--- config.mk ---
export PLATFORM = sky130hd
export DESIGN_NAME = alu_pc_unit
export DESIGN_NICKNAME = d
export VERILOG_FILES = /design/src/rtl/alu_pc_unit.sv
export SDC_FILE = /design/constraint.sdc
export NUM_CORES = 1
export LEC_CHECK = 0
export CAP_MARGIN = 40
export CORE_MARGIN = 2
export CORE_UTILIZATION = 64
export DETAILED_ROUTE_END_ITERATION = 8
export PLACE_DENSITY_LB_ADDON = 0.25
export SLEW_MARGIN = 0
export SYNTH_ARGS = -nofsm -noshare
export SYNTH_HDL_FRONTEND = slang
export SYNTH_SLANG_ARGS = --single-unit
--- constraint.sdc ---
create_clock -name clk -period 55.6 [get_ports clk]
set_input_delay 8.34 -clock clk [delete_from_list [all_inputs] [get_ports clk]]
set_output_delay 8.34 -clock clk [all_outputs]
set_load 0.005 [all_outputs]
--- src/rtl/alu_pc_unit.sv ---
// Combinational 16-bit ALU (add/sub/mul/div/logic/shift with N/Z/C flags)
// plus a program counter register with load and increment.
module alu_pc_unit #(
  parameter int WIDTH = 16
) (
  input  logic             clk,
  input  logic             clear,
  input  logic [3:0]       op,
  input  logic [WIDTH-1:0] a,
  input  logic [WIDTH-1:0] b,
  input  logic             pc_write,
  input  logic [WIDTH-1:0] pc_data,
  output logic [WIDTH-1:0] alu_out,
  output logic [WIDTH-1:0] alu_hi,
  output logic [2:0]       flags,
  output logic [WIDTH-1:0] pc,
  output logic [WIDTH-1:0] pc_inc
);

  localparam logic [3:0] OP_NOP = 4'd0;
  localparam logic [3:0] OP_ADD = 4'd1;
  localparam logic [3:0] OP_SUB = 4'd2;
  localparam logic [3:0] OP_MUL = 4'd3;
  localparam logic [3:0] OP_AND = 4'd4;
  localparam logic [3:0] OP_OR  = 4'd5;
  localparam logic [3:0] OP_XOR = 4'd6;
  localparam logic [3:0] OP_DIV = 4'd7;
  localparam logic [3:0] OP_SHL = 4'd8;
  localparam logic [3:0] OP_SHR = 4'd9;

  // Bit-serial ripple-carry adder; returns {carry_out, sum}.
  function automatic logic [WIDTH:0] rca(input logic [WIDTH-1:0] x,
                                         input logic [WIDTH-1:0] y,
                                         input logic             cin);
    logic             c;
    logic [WIDTH-1:0] s;
    c = cin;
    s = '0;
    for (int i = 0; i < WIDTH; i++) begin
      s[i] = x[i] ^ y[i] ^ c;
      c    = (x[i] & y[i]) | (c & (x[i] ^ y[i]));
    end
    return {c, s};
  endfunction

  logic             is_sub;
  logic [WIDTH-1:0] add_b;
  logic [WIDTH:0]   add_res;
  logic [2*WIDTH-1:0] prod;
  logic [3:0]       sh_amt;
  logic [WIDTH:0]   shl_ext;
  logic [WIDTH-1:0] shr_res;
  logic             carry;

  // Subtraction reuses the adder as a + ~b + 1; its carry_out is the no-borrow flag.
  assign is_sub  = (op == OP_SUB);
  assign add_b   = is_sub ? ~b : b;
  assign add_res = rca(a, add_b, is_sub);

  assign prod    = {{WIDTH{1'b0}}, a} * {{WIDTH{1'b0}}, b};
  assign sh_amt  = b[3:0];
  // The extra top bit catches the last bit shifted out of a (zero when sh_amt is 0).
  assign shl_ext = {1'b0, a} << sh_amt;
  assign shr_res = a >> sh_amt;

  always_comb begin
    alu_out = '0;
    alu_hi  = '0;
    carry   = 1'b0;
    case (op)
      OP_NOP: begin
        alu_out = '0;
      end
      OP_ADD, OP_SUB: begin
        alu_out = add_res[WIDTH-1:0];
        carry   = add_res[WIDTH];
      end
      OP_MUL: begin
        alu_out = prod[WIDTH-1:0];
        alu_hi  = prod[2*WIDTH-1:WIDTH];
        carry   = |prod[2*WIDTH-1:WIDTH];
      end
      OP_AND: alu_out = a & b;
      OP_OR:  alu_out = a | b;
      OP_XOR: alu_out = a ^ b;
      OP_DIV: begin
        if (b == '0) begin
          alu_out = '1;
          alu_hi  = a;
        end else begin
          alu_out = a / b;
          alu_hi  = a % b;
        end
      end
      OP_SHL: begin
        alu_out = shl_ext[WIDTH-1:0];
        carry   = shl_ext[WIDTH];
      end
      OP_SHR: alu_out = shr_res;
      default: begin
        alu_out = '0;
        alu_hi  = '0;
        carry   = 1'b0;
      end
    endcase
  end

  assign flags = {alu_out[WIDTH-1], (alu_out == '0), carry};

  // Same adder structure computes pc + 1; the carry out is dropped so it wraps.
  assign pc_inc = WIDTH'(rca(pc, WIDTH'(1), 1'b0));

  always_ff @(posedge clk) begin
    if (clear)
      pc <= '0;
    else if (pc_write)
      pc <= pc_data;
    else
      pc <= pc_inc;
  end

endmodule

==> out/qor.csv <==
stage,metric,value,unit
global_route,largest net degree at the start of global routing,46,
layout,Area growth syn-to-layout,8.66,%
worst_setup_path,worst-path maximum fanout,24,
layout,layout cell share with drive strength beyond 1,5.84,%
cts,Root Buffer,clkbuf_16,
pwr,Power Internal,0.391,mW
timing,Worst Skew,1.90,ps
place,gp weighted congestion,1.04,
timing,pins over their slew limit,0,
synth,Post-synth EDFFs,0,
timing,Worst-Margin Slew,980,ps
cts,Resized cells post-CTS,0,
route,average wire per standard cell,24.3,um
floorplan,Starting Density,65.4,%
synth,Post-Syn Instances,2618,
global_route,initial antenna violation count,3,
worst_setup_path,slowest cell on the critical path,clkdlybuf4s50_1,
outcome,status,"complete, but fails checks",
route,Routed Antenna Nets,0,
cts,post-CTS setup buffers,0,
pwr,combinational power share,97.2,%
timing,max_slew headroom,34.5,%
pwr,switch share,61.3,%
synth,Syn Nets,3174,
timing,min cycle time layout,49900,ps
layout,"commonest cells after routing, fill and taps aside","300 x nand2_1, 291 x ha_1, 274 x inv_1",
route,First-pass DRT Iterations,9,
floorplan,die height,181,um
synth,Synth Flop Type,dfxtp_1,
layout,"commonest non-fill, non-tap cell in the layout",nand2_1,
run,Max-Cap Viols,0,
cts,clk sinks,16,
layout,fin cells,3067,
timing,fin crit share,89.7,%
global_route,GRT Total Usage,45.3,%
route,vias per std cell,6.87,
outcome,failing checks,design-rule violations,
synth,Area contributors post-synth,"fa_1 21%, ha_1 18%, nand2_1 5.6%, inv_1 5.1%, nor2_1 5.0%",
place,placed cell count,3061,
floorplan,Core ar.,30700,um^2
timing,Final setup viols,0,
route,Vias,21100,
pwr,peak supply drop,0.000236,V
floorplan,chip width,181,um
floorplan,die area,32900,um^2
route,DR DRC count,4,
worst_setup_path,critical path launch point type,primary input,
cts,clk buf depth,2,
synth,Syn Std Cell Area,20100,um^2
worst_setup_path,Worst EP required,47260,ps
route,Iter 0 DRT Violations,2741,
layout,Largest regs,pc: 16 flops,
place,dpl hpwl,56900,um
cts,"Clk Latency, worst-skew pair",250,ps
pwr,pwr/cell area,46.2,nW/um^2
cts,cts bufs inserted,3,
layout,FF/Latch Area,320,um^2
synth,"Async S/R FF share, synth",0,%
cts,TritonCTS clock tree,yes,
floorplan,FP Rows,64,
global_route,vias in the first global route,21300,
synth,library cells used by synthesis,90,
layout,max reg flops,16,
pwr,Psw,0.619,mW
worst_setup_path,worst path arrival time,41560,ps
pwr,Lkg Pwr,10.4,nW
timing,RSZ-0062 raised after global routing,false,
floorplan,I/O Pins,122,
pwr,clock group share of total power,1.5,%
synth,Synth Area per Inst,7.69,um^2
layout,Final #Nets,3226,
worst_setup_path,CP peak stage delay,840,ps
timing,Sum Neg Setup Slack,0,ps
timing,WHS,617,ps
synth,post-synthesis register bit count,16,
cts,H-tree levels,1,
synth,Ys Warns,0,
worst_setup_path,Setup crit end kind,output port,
synth,sequential fraction of the synthesis area,1.59,%
cts,clock-pin transition on the worst setup and hold timing paths,50,ps
route,Routed Wire Length,74700,um
layout,Fillers,2487,
timing,FMAX,20.0,MHz
worst_setup_path,"most used cell, CP",a21oi_1,
layout,area of the multi-input gates,18200,um^2
global_route,first-pass GRT wire length,117000,um
synth,top-area cell type share of the netlist area,20.9,%
global_route,GRT overflow,0,
cts,CTS Hold Buffers Added,0,
worst_setup_path,Crit Path Category,in2out,
layout,Top reg by flops,pc,
place,PortBufs,121,
synth,post-synth top area cell,fa_1,
pwr,Sequential Power Share,1.3,%
hold_path,min-delay worst type,reg2reg,
timing,Final Hold Viols,0,
synthesized netlist by cell type, drive strengths merged (7+ instances only):
| cell | n |
|---|---|
| nand2 | 300 |
| ha | 291 |
| inv | 280 |
| nor2 | 266 |
| fa | 210 |
| a21oi | 140 |
| o21ai | 120 |
| clkbuf | 111 |
| xnor2 | 78 |
| mux2i | 58 |
| xor2 | 55 |
| a21o | 50 |
| nor3 | 50 |
| nand3 | 47 |
| o21a | 35 |
| o211ai | 28 |
| nand2b | 27 |
| a211oi | 25 |
| buf | 25 |
| o22ai | 24 |
| and3 | 23 |
| mux2 | 22 |
| a31oi | 20 |
| or2 | 20 |
| or3 | 20 |
| mux4 | 19 |
| o31ai | 18 |
| nor2b | 17 |
| dfxtp | 16 |
| nand4 | 16 |
| a221oi | 15 |
| nor4 | 12 |
| a211o | 11 |
| and2 | 11 |
| o21bai | 11 |
| a2111oi | 10 |
| o31a | 10 |
| o2111ai | 8 |
| a22o | 7 |
| a31o | 7 |
| o221ai | 7 |
routing by layer:
metal | share of wire (%) | vias to the layer above | track usage [%]
met2 | 42 | 1540 | 69.2
met3 | 14 | 419 | 12.1
met1 | 37 | 9897 | 58.5
met4 | 7.2 | 2 | 24.8
li1 | - | 9221 | -
met5 | 0.012 | - | 0
per-stage QoR:
stage                     setup slack (ps)  util (%)  power [mW]  cell area [um^2]
after global routing                  3520      71.1        1.09             21900
after detailed placement              6760      70.8       0.958             21800
final                                 5700      71.1        1.01             21900
after global placement                7850      70.7       0.922             21700
after CTS                             6630      71.1       0.980             21900
after floorplan                      11950         -       0.659             20100
layout make-up:
class | instances | area share [%]
clock buffers | 4 | 0.406
flip-flops and latches | 16 | 1.46
inverters | 286 | 4.91
diodes | 2 | 0.0229
well taps | 396 | 2.27
repair buffers | 183 | 7.69
multi-input cells | 2180 | 83.2
power groups by stage:
stage	registers [mW]	clock network (mW)	logic [mW]
detailed placement	0.0129	0	0.945
floorplan	0.0129	0	0.646
finish	0.0127	0.0156	0.982
global placement	0.0128	0	0.909
global route	0.0128	0.0162	1.06
CTS	0.0127	0.0158	0.951
worst max-delay path: cells and delay by family:
family | cells | cell delay, ps
AO/OA/AOI/OAI | 65 | 18370
adder cells (fa/ha/maj) | 15 | 4920
buffers and inverters | 8 | 2290
multiplexers | 2 | 700
AND/OR/NAND/NOR | 27 | 6910
cells by family (layout without fill, tap and decap cells):
group	after synthesis	in the layout	share of synthesized area (%)
multiplexers	99	99	6.26
flip-flops	16	16	1.59
AND/OR/NAND/NOR	836	836	18.8
other	0	2	0
adder cells (fa/ha/maj)	501	501	39.0
XOR/XNOR	133	133	5.79
AO/OA/AOI/OAI	611	611	20.6
buffers and inverters	422	473	8.00
worst paths after layout:
check	from	endpoint	slack (ps)	cells past startpoint
setup / recovery	b[13]	alu_hi[14]	5700	117
setup reg to reg	pc[0]$_SDFF_PP0_	pc[15]$_SDFF_PP0_	52210	17
hold / removal	pc[0]$_SDFF_PP0_	pc[0]$_SDFF_PP0_	620	3
hold reg to reg	pc[0]$_SDFF_PP0_	pc[0]$_SDFF_PP0_	620	3
(Power assumes the default switching activity.)
